## src/rtl/sequence_encoder.sv

```systemverilog
// Timing-sequence step counter: holds the binary code that the 4-to-16 timing
// decoder expands, with increment, clear, and a priority-encoded one-hot jump.
module sequence_encoder #(
   parameter int WIDTH      = 4,
   parameter int RESET_CODE = 0
) (
   input  logic                  clk,
   input  logic                  reset,
   input  logic                  inr,
   input  logic                  clr,
   input  logic                  load,
   input  logic [2**WIDTH-1:0]   jump,
   input  logic                  clr_err,
   output logic [WIDTH-1:0]      code,
   output logic                  wrap,
   output logic                  onehot_err
);

   localparam int N = 2**WIDTH;
   localparam logic [WIDTH-1:0] RST_CODE = WIDTH'(RESET_CODE);
   localparam logic [N-1:0]     ONE_N    = N'(1);

   logic [WIDTH-1:0] enc_idx;
   logic             jump_any;
   logic             jump_onehot;
   logic             bad_load;

   // Highest set bit wins, so a malformed vector still selects a defined step.
   always_comb begin
      enc_idx  = '0;
      jump_any = 1'b0;
      for (int i = 0; i < N; i++) begin
         if (jump[i]) begin
            enc_idx  = i[WIDTH-1:0];
            jump_any = 1'b1;
         end
      end
   end

   assign jump_onehot = jump_any && ((jump & (jump - ONE_N)) == '0);
   assign bad_load    = load && !clr && !jump_onehot;

   always_ff @(posedge clk) begin
      if (reset) begin
         code <= RST_CODE;
         wrap <= 1'b0;
      end else begin
         wrap <= 1'b0;
         if (clr) begin
            code <= RST_CODE;
         end else if (load) begin
            if (jump_any) code <= enc_idx;
         end else if (inr) begin
            code <= code + WIDTH'(1);
            wrap <= &code;
         end
      end
   end

   // A malformed load in the same cycle as clr_err keeps the flag set.
   always_ff @(posedge clk) begin
      if (reset) begin
         onehot_err <= 1'b0;
      end else if (bad_load) begin
         onehot_err <= 1'b1;
      end else if (clr_err) begin
         onehot_err <= 1'b0;
      end
   end

endmodule

```

## config.mk

```make
export PLATFORM = sky130hd
export DESIGN_NAME = sequence_encoder
export DESIGN_NICKNAME = d
export VERILOG_FILES = /design/src/rtl/sequence_encoder.sv
export SDC_FILE = /design/constraint.sdc
export NUM_CORES = 1
export LEC_CHECK = 0
export ABC_CLOCK_PERIOD_IN_PS = 2290
export CAP_MARGIN = 20
export CORE_MARGIN = 3
export CORE_UTILIZATION = 41
export DETAILED_ROUTE_END_ITERATION = 8
export GPL_TIMING_DRIVEN = 0
export PLACE_DENSITY = 0.78
export SLEW_MARGIN = 10
export SYNTH_ARGS = -nofsm -noshare
export SYNTH_HDL_FRONTEND = slang
export SYNTH_SLANG_ARGS = --single-unit
```

## constraint.sdc

```tcl
create_clock -name clk -period 2.29 [get_ports clk]
set_input_delay 0.3435 -clock clk [delete_from_list [all_inputs] [get_ports clk]]
set_output_delay 0.3435 -clock clk [all_outputs]
set_load 0.05 [all_outputs]
```

# Yosys cells after proc, flatten, opt, wreduce, memory -nomap -nowiden
# Index checks and enable logic that the tools add are counted.
# word_totals
register_bits	6
latchBits	0
ram_bits	0
mem_bits_ro	0
in_bits	22
output_inout_bits	6
elab_cells	56
mem_count	0
# op_classes
addsub	2
n_mul	0
n_div	0
magnitude_cmp	0
eq_ne	1
n_shift	0
n_mux	36
bitwise_logic	2
reduce_logical	12
# ops
operator	count
4-bit two-way mux	17
1-bit two-way mux	19
16-bit AND	1
16-bit logical NOT	1
16-bit by 1-bit subtractor with 16-bit output, second input constant	1
4-bit by 1-bit adder with 4-bit output, second input constant	1
4-bit AND reduction	1
2-bit nonzero test	2
4-bit OR reduction	1
1-bit logical AND	3
1-bit logical NOT	2
2-bit by 1-bit inequality test with 1-bit output, second input constant	1
2-bit AND reduction	1
2-bit OR reduction	1
1-bit inverter	1

# Logic depth before layout (Yosys ltp)
# Gate-level depths: netlist of the first run.
# depth
word_depth	20
depth_mapped	6
depth_no_buf	6

# Worst setup path before layout of the first run
# No wires, ideal clock.
# synth_timing
kind	input to register
startpoint	input jump[2]
endpoint	register onehot_err
setup_ps	134
arrival_ps	1626
t_required_ps	2156
path_slack_ps	530
stages	5
path_buffers	0
cell_sequence	nor4_4 nand2b_2 or4_1 a2111oi_2 a31oi_1
# synth_via
elab_chain_len	18
word_cells_on_any_way	22
cone_classes	1 x add/sub; 15 x mux; 1 x bitwise; 5 x reduce/logical
# synth_lines
element	line	rtl
start, declared	12	input logic [2**WIDTH-1:0] jump,
1-bit two-way mux (14 in a row)	33	if (jump[i]) begin
1-bit logical AND (*)	40	assign jump_onehot = jump_any && ((jump & (jump - ONE_N)) == '0);
1-bit logical NOT (*)	41	assign bad_load = load && !clr && !jump_onehot;
1-bit logical AND (*)	41	
1-bit two-way mux / 2-bit nonzero test (equally long branches)	-	
end signal, assigned	63	onehot_err <= 1'b0;
end signal, assigned	65	onehot_err <= 1'b1;
end signal, assigned	67	onehot_err <= 1'b0;
end, declared	16	output logic onehot_err
# Mark *: on every way between the ends. The rest lies on a longest branch, timed or not.
# A chain may end at the register's enable or synchronous reset.

# Worst setup path in the final report of the first run
# layout_timing
startpoint	input jump[3]
endpoint	register onehot_err
# layout_via
elab_chain_len	17
word_cells_on_any_way	21
cone_classes	1 x add/sub; 14 x mux; 1 x bitwise; 5 x reduce/logical
# layout_lines
element	line
1-bit two-way mux (13 in a row)	33
1-bit logical AND (*)	40
1-bit logical NOT (*)	41
1-bit logical AND (*)	41
1-bit two-way mux / 2-bit nonzero test (equally long branches)	-
# Marked as above.

==> impl_metrics.yaml, run 1 <==
place:
  dpl.hpwl_um: 1460
  gp_congestion: 0.853
  dpl.cell_count: 125
  io_buffers: 26
critical_path:
  end_kind: "flop"
  critical_path_required_ns: 2.41
  reg2reg_depth: 4
  r2r_end: "code[3]"
  crit_family: "simple AND/OR/NAND/NOR gates"
  crit_path_max_incr_delay_ns: 0.52
  path_depth: 6
  worst_ep_arrival_time_ns: 2.25
  worstSetupStartpointType: "input port"
  critPathSlowestCell: "clkdlybuf4s50_1"
  crit_chain: "clkdlybuf4s50_1 -> nor4_4 -> nand2b_2 -> or4_1 -> a2111oi_2 -> a31oi_1"
  crit_buf_inv: 1
  reg2reg_slack_ns: 0.97
  r2r_start: "code[0]"
  cp_max_fo: 5
  path_class: "in2reg"
yosys:
  synthCells: 84
  synthMuxAreaShare_pct: 0
  synth-simple-area-share_pct: 37.1
  synth_xor_xnor_area_share_pct: 4.00
  yosysMostFrequentCell: "nor2_1"
  synth_fa_ha_area_share_pct: 3.43
  yosys_warnings: 0
  synth_compound_area_share_pct: 34.3
  synthArstFlopShare_pct: 0
  ys_ff_latch: 6
  synth_area_leaders: "dfxtp_1 18%, nand2b_1 4.8%, o21ai_0 4.6%"
  syn-cell-area_um2: 657
  yosysTopAreaCell: "dfxtp_1"
  synth_top_family_by_area: "simple AND/OR/NAND/NOR gates"
  synthTopCellsByCount: "7 x nor2_1, 6 x dfxtp_1, 6 x o21ai_0"
  synthFlopType: "dfxtp_1"
  postSynthAreaPerCell_um2: 7.82
  synth-seq-area-share_pct: 18.3
  synthDominantCellAreaShare_pct: 18.3
  synth.distinct_cells: 40
  synth_edf_count: 0
  synth_nets: 107
cts:
  cts_tree: "yes"
  htree_levels: 1
  cts_resized: 0
  postCtsSetupRepairBufs: 0
  clock_path_buffers: 2
  ctsRootBufferMaster: "clkbuf_4"
  postCtsHoldBufs: 0
  path_clk_slew_ns: 0.05
  cts_sinks: 6
  cts_buffers: 3
  clk_latency_ns: 0.26
sta:
  rsz0062_at_grt: "no"
  final-setup-viol-count: 0
  fmax_mhz: 470
  period_needed_ns: 2.13
  hold_viol: 0
  fin_skew_ns: 0.00805
  worst_slew_pin_slew_ns: 0.503
  slew_headroom_pct: 66.3
  fin_hold_ws_ns: 0.497
  finalMaxSlewViolations: 0
  period_share_pct: 92.8
final_layout:
  num-nets-final: 138
  syn_to_final_growth_pct: 45.9
  n_antenna_cell: 0
  fin_cells: 128
  drive_above_1_share_pct: 7.08
floorplanning:
  start_util_pct: 47.0
  dieArea_um2: 2120
  row_count: 13
  core_um2: 1400
  die_h_um: 46.0
  ios: 28
  die_w_um: 46.0
min_path:
  min-delay-start: "code[1]"
  hp-class: "reg2reg"
  worstHoldPathCells: 2
  hold_path_end: "code[1]"
routing:
  vias: 822
  drtIter0Drc: 23
  first_pass_iters: 4
  drc: 0
  wirelength_um: 1820
  wl_per_cell_um: 14.2
  ant_nets: 0
  viasPerCell: 6.42
pwr:
  total_power_uw: 347
  max-vdd-ir-drop_mv: 0.174
  p_per_area_nw_per_um2: 362
  power_leakage_nw: 0.318
outcome:
  status: "finished clean"
grt:
  grt_pass1_vias: 728
  antenna_found_initial: 0
  grt_pass1_wl_um: 3040
  overflow: 0
  grt_usage_pct: 19.7
  grt_max_degree: 11
run:
  drv_cap: 0
==> sequential cells by signal (all words and copies together), names as in the netlist <==
signal      cells
onehot_err      1
wrap            1
code            4
==> metrics by stage <==
| stage | util (%) | setup WS (ns) | cell area [um2] | setup TNS (ns) |
|---|---|---|---|---|
| after floorplan | - | 0.530 | 657 | 0 |
| after global placement | 66.9 | -0.0691 | 936 | -0.0691 |
| after detailed placement | 66.9 | -0.0991 | 936 | -0.148 |
| after CTS | 68.5 | 0.153 | 958 | 0 |
| after global routing | 68.5 | 0.00801 | 958 | 0 |
| final | 68.5 | 0.164 | 958 | 0 |
==> cell families after synthesis <==
group	Yosys count
AOI/OAI and AO/OA	31
xor gates and xnor gates	3
adders and majority gates	2
buffers and inverters	5
DFF	6
and+or+nand+nor	37
==> worst max-delay path by stage <==
stage,start,to
after global placement,jump[2],onehot_err
after floorplan,jump[2],onehot_err
final,jump[3],onehot_err
after detailed placement,jump[2],onehot_err
after global routing,jump[8],code[2]
after CTS,jump[2],onehot_err
==> tightest hold or removal path, delay by kind of cell, from the launching register on <==
kind,cells,cell delay (ns)
simple gates,1,0.07
compound gates,1,0.06
flops,1,0.32
==> metal layers <==
| metal | global-route usage (%) | vias up | share of wire (%) |
|---|---|---|---|
| met4 | 10.2 | 0 | 1.6 |
| met5 | 0 | - | 0 |
| met1 | 22.7 | 378 | 41 |
| met2 | 34.1 | 42 | 49 |
| met3 | 3.16 | 4 | 8.7 |
| li1 | - | 398 | - |
==> where the power goes <==
| part | total (mW) | internal, mW | leakage [nW] | switching (mW) |
|---|---|---|---|---|
| clock | 0.104 | 0.0597 | 0.0138 | 0.0444 |
| sequential | 0.114 | 0.109 | 0.0492 | 0.00443 |
| combinational | 0.129 | 0.0614 | 0.255 | 0.0679 |
| total | 0.347 | 0.230 | 0.318 | 0.117 |
==> placed cells by master, fill, tap and decap left out, drive strengths merged, types with 2 or more instances in the layout <==
cell / count
a211oi: 3
clkbuf: 5
nor3: 3
o31ai: 2
nor2: 7
o2bb2ai: 2
clkdlybuf4s50: 26
a21oi: 4
nand3: 3
a221oi: 2
o21ai: 6
dfxtp: 6
a2111oi: 2
nor2b: 3
nand2b: 6
xor2: 2
a21o: 2
inv: 3
a31oi: 2
nor4: 7
==> final cells by class <==
type,instances,area (um2)
plain buffers,2,7.51
clock buffers,3,22.5
fillers,133,440
inverters,3,11.3
multi-input cells,73,518
flip-flops and latches,6,120
well taps,15,18.8
repair buffers,26,260
Note: power is estimated with default switching activity, not from simulation.
==> run 2: changes to the inputs <==
ABC_CLOCK_PERIOD_IN_PS = 2060   (was 2290)
clock period = 2.06 ns   (was 2.29 ns; I/O delays follow)
==> run 2 against run 1 <==
Count of clock-buffer cells in the layout unchanged. Critical path depth unchanged. Clock skew about the same. Power increased by 12%. Final area increased by 3.3%. Hold slack improved by 0.0027 ns. Worst setup slack got worse by 0.047 ns. Non-clock buffer count increased by 1. Register-to-register slack got worse by 0.22 ns. Cell count increased by 0.78%. First-iteration DRC count decreased by 48%. Largest cell class unchanged.
==> impl_metrics.yaml, run 2 (synthesized netlist as in run 1, its figures left out) <==
floorplanning:
  core_um2: 1400
  ios: 28
  row_count: 13
  start_util_pct: 47.0
  die_w_um: 46.0
  dieArea_um2: 2120
  die_h_um: 46.0
grt:
  grt_pass1_vias: 736
  overflow: 0
  grt_max_degree: 11
  antenna_found_initial: 0
  grt_util_met2_pct: 33.5
  grt_pass1_wl_um: 3080
  groute.layer.met3.usage_pct: 3.16
  busiest_layer: "met2"
  grt_use_met1_pct: 23.1
  grt_usage_pct: 19.9
routing:
  wirelength_um: 1860
  wl_per_cell_um: 14.4
  vias: 818
  drc: 0
  viasPerCell: 6.34
  ant_nets: 0
  first_pass_iters: 4
  drtIter0Drc: 12
critical_path:
  r2r_start: "code[0]"
  reg2reg_depth: 4
  worst_ep_arrival_time_ns: 2.08
  critical_path_required_ns: 2.20
  reg2reg_slack_ns: 0.75
  path_class: "in2reg"
  r2r_end: "code[3]"
  end_kind: "flop"
  worstSetupStartpointType: "input port"
  cp_max_fo: 5
run:
  drv_cap: 0
sta:
  finalMaxSlewViolations: 0
  fmax_mhz: 515
  period_needed_ns: 1.94
  hold_viol: 0
  slew_headroom_pct: 66.4
  worst_slew_pin_slew_ns: 0.502
  final-setup-viol-count: 0
  fin_skew_ns: 0.00757
  period_share_pct: 94.3
  fin_hold_ws_ns: 0.499
  rsz0062_at_grt: "no"
cts:
  clock_path_buffers: 2
  cts_sinks: 6
  htree_levels: 1
  clk_latency_ns: 0.25
  cts_tree: "yes"
  path_clk_slew_ns: 0.05
  cts_buffers: 3
  ctsRootBufferMaster: "clkbuf_4"
  postCtsHoldBufs: 0
min_path:
  hp-class: "reg2reg"
  hold_path_end: "code[1]"
  worstHoldPathCells: 2
  min-delay-start: "code[1]"
final_layout:
  layout_common_cells: "22 x clkdlybuf4s50_1, 7 x nor2_1, 6 x o21ai_0, 6 x dfxtp_1, 5 x nand2b_1"
  fillCellCount: 124
  fin_cells: 129
  top_register: "code"
  drive_above_1_share_pct: 8.77
  top_regs: "code (4), onehot_err (1), wrap (1)"
  largest_register_ffs: 4
  n_antenna_cell: 0
  syn_to_final_growth_pct: 50.7
  final_common_cell: "clkdlybuf4s50_1"
  num-nets-final: 139
pwr:
  total_power_uw: 389
  p_switching_uw: 133
  p_sw_share_pct: 34.2
  max-vdd-ir-drop_mv: 0.192
  p_per_area_nw_per_um2: 393
  clock_power_share_pct: 29.6
  p_int_uw: 256
  pwr-share-seq_pct: 32.5
  power_leakage_nw: 0.347
  comb_power_share_pct: 37.9
place:
  dpl.hpwl_um: 1460
  dpl.cell_count: 125
  io_buffers: 26
  gp_congestion: 0.853
outcome:
  status: "finished clean"
## run 2: worst max-delay path by stage
stage / from / to / slack, ns / cells after the start
floorplan: jump[2] / onehot_err / 0.33 / 5
global placement: jump[2] / onehot_err / -0.26 / 6
detailed placement: jump[2] / onehot_err / -0.29 / 6
CTS: jump[1] / onehot_err / 0.02 / 6
global route: jump[4] / code[2] / 0.01 / 6
finish: jump[5] / code[3] / 0.12 / 6
## run 2: layout make-up
cell class / count / area [um2] / share of cell area, %
multi-input cells: 73 / 539 / 54.5
repair buffers: 27 / 270 / 27.3
flip-flops and latches: 6 / 120 / 12.1
clock buffers: 3 / 22.5 / 2.28
well taps: 15 / 18.8 / 1.90
inverters: 3 / 11.3 / 1.14
plain buffers: 2 / 7.51 / 0.759
## run 2: metal layers
layer	vias up	part of all wire [%]
met5	-	0
met4	0	1.9
met3	5	7.7
met2	37	48
met1	377	43
li1	399	-
## run 2: worst max-delay path: stages
cell             delay, ns
clkdlybuf4s50_1       0.54
nor4_4                0.38
nand4_1               0.29
a211oi_1              0.29
a211oi_1              0.08
and3_1                0.20
## run 2: what timing repair did
action | 4_1_cts | 5_1_grt
pin swaps | 1 | 4
setup endpoints to repair | 1 | 5
gates resized for setup | 2 | 5
hold endpoints to repair | 0 | 0
setup buffers | 1 | 0
## run 2: power groups by stage
stage / combinational (mW) / sequential, mW / clock, mW
after floorplan: 0.0476 / 0.145 / 0
after global placement: 0.140 / 0.128 / 0
after detailed placement: 0.142 / 0.129 / 0
after CTS: 0.143 / 0.126 / 0.117
after global routing: 0.159 / 0.127 / 0.121
final: 0.148 / 0.126 / 0.115
## run 2: per-stage QoR
step | setup TNS, ns | worst slack [ns] | utilization [%] | area, um2
floorplan | 0 | 0.334 | - | 657
global placement | -0.720 | -0.265 | 66.9 | 936
detailed placement | -0.969 | -0.295 | 66.9 | 936
CTS | 0 | 0.0183 | 68.9 | 963
global route | 0 | 0.0120 | 70.8 | 990
finish | 0 | 0.117 | 70.8 | 990
==> run 3: changes to the inputs <==
SKIP_CTS_REPAIR_TIMING = 1   (was unset)
TNS_END_PERCENT = 100   (was unset)
==> run 3 against run 2 <==
Sequential share of layout area did not move. Clock power is essentially flat. Largest power group unchanged. Non-clock buffer count fell by 1. Core utilization is the same. Register-to-register slack about the same. Critical endpoint unchanged.
==> impl_metrics.yaml, run 3 (synthesized netlist as in run 1, its figures left out) <==
pwr:
  power_leakage_nw: 0.358
  p_per_area_nw_per_um2: 393
  max-vdd-ir-drop_mv: 0.195
sta:
  worst_slew_pin_slew_ns: 0.502
  finalMaxSlewViolations: 0
  fin_skew_ns: 0.00759
  fmax_mhz: 514
  slew_headroom_pct: 66.4
  period_needed_ns: 1.94
  fin_ws_ns: 0.116
  setup_tns_ns: 0
  rsz0062_at_grt: "no"
  hold_viol: 0
  final-setup-viol-count: 0
  period_share_pct: 94.4
final_layout:
  top_register: "code"
  largest_register_ffs: 4
  fillCellCount: 122
  final_area_um2: 990
  syn_to_final_growth_pct: 50.7
  drive_above_1_share_pct: 7.96
  multi_input_area_um2: 539
  final_util_pct: 70.8
  seq_area_um2: 120
  layout_common_cells: "22 x clkdlybuf4s50_1, 7 x nor2_1, 6 x o21ai_0, 6 x dfxtp_1, 5 x nand2b_1"
  n_antenna_cell: 0
  num-nets-final: 138
  final_common_cell: "clkdlybuf4s50_1"
  top_regs: "code (4), onehot_err (1), wrap (1)"
routing:
  first_pass_iters: 4
  vias: 810
  wl_per_cell_um: 14.4
  wirelength_um: 1840
  viasPerCell: 6.33
  drc: 0
  drtIter0Drc: 10
  ant_nets: 0
critical_path:
  end_kind: "flop"
  crit_buf_inv: 1
  worst_ep_arrival_time_ns: 2.08
  crit_chain: "clkdlybuf4s50_1 -> nor4_4 -> nand4_1 -> a211oi_1 -> a211oi_1 -> and3_1"
  cp_max_fo: 5
  cp_common_cell: "a211oi_1"
  critPathSlowestCell: "clkdlybuf4s50_1"
  crit_path_max_incr_delay_ns: 0.54
  critical_path_required_ns: 2.20
  crit_family: "simple AND/OR/NAND/NOR gates"
  reg2reg_slack_ns: 0.75
  path_class: "in2reg"
  worstSetupStartpointType: "input port"
min_path:
  hp-class: "reg2reg"
cts:
  htree_levels: 1
  cts_tree: "yes"
  clk_latency_ns: 0.26
  cts_buffers: 3
  ctsRootBufferMaster: "clkbuf_4"
  path_clk_slew_ns: 0.05
  cts_sinks: 6
  clock_path_buffers: 2
grt:
  grt_pass1_wl_um: 3040
  antenna_found_initial: 0
  grt_usage_pct: 19.7
  grt_max_degree: 11
  grt_pass1_vias: 728
  overflow: 0
place:
  dpl_cell_area_um2: 936
  gp_congestion: 0.853
  io_buffers: 26
  dp_slack_ns: -0.295
  dpl.hpwl_um: 1460
floorplanning:
  die_h_um: 46.0
  start_util_pct: 47.0
  core_um2: 1400
  dieArea_um2: 2120
  die_w_um: 46.0
  ios: 28
  row_count: 13
run:
  drv_cap: 0
outcome:
  status: "finished clean"
[run 3: metal layers]
metal	part of all wire, %	vias up	GRT usage, %	wire length, um
li1	-	398	-	-
met1	43	374	22.7	783
met2	48	33	34.1	880
met3	7.5	5	3.16	138
met4	2.0	0	10.2	36
met5	0	-	0	0
[run 3: worst reg2reg max path, cell delays in order, from the launching register on]
cell,delay (ns)
dfxtp_1,0.35
and4b_1,0.25
a32o_1,0.23
a211oi_1,0.23
and3_1,0.19
[run 3: path summary, 6_finish.rpt]
kind | from | end | cells after the start
setup reg to reg | code[0] | code[3] | 4
hold / removal | code[1] | code[1] | 2
setup / recovery | jump[5] | code[3] | 6
hold reg to reg | code[1] | code[1] | 2
[run 3: area by class of cell]
cell class / count / area share (%)
Buffer: 2 / 0.759
Clock buffer: 3 / 2.28
Inverter: 3 / 1.14
Multi-Input combinational cell: 73 / 54.5
Sequential cell: 6 / 12.1
Tap cell: 15 / 1.90
Timing Repair Buffer: 26 / 27.3
[run 3: stage by stage]
stage	hold slack, ns	total power [mW]	cells
finish	0.499	0.389	128
global route	0.545	0.408	128
CTS	0.505	0.387	128
detailed placement	0.498	0.271	125
global placement	0.487	0.268	125
floorplan	0.387	0.193	84
[run 3: where the power goes]
part	total [mW]	internal [mW]	switching, mW
registers	0.126	0.121	0.00488
logic	0.148	0.0687	0.0791
clock network	0.115	0.0663	0.0490
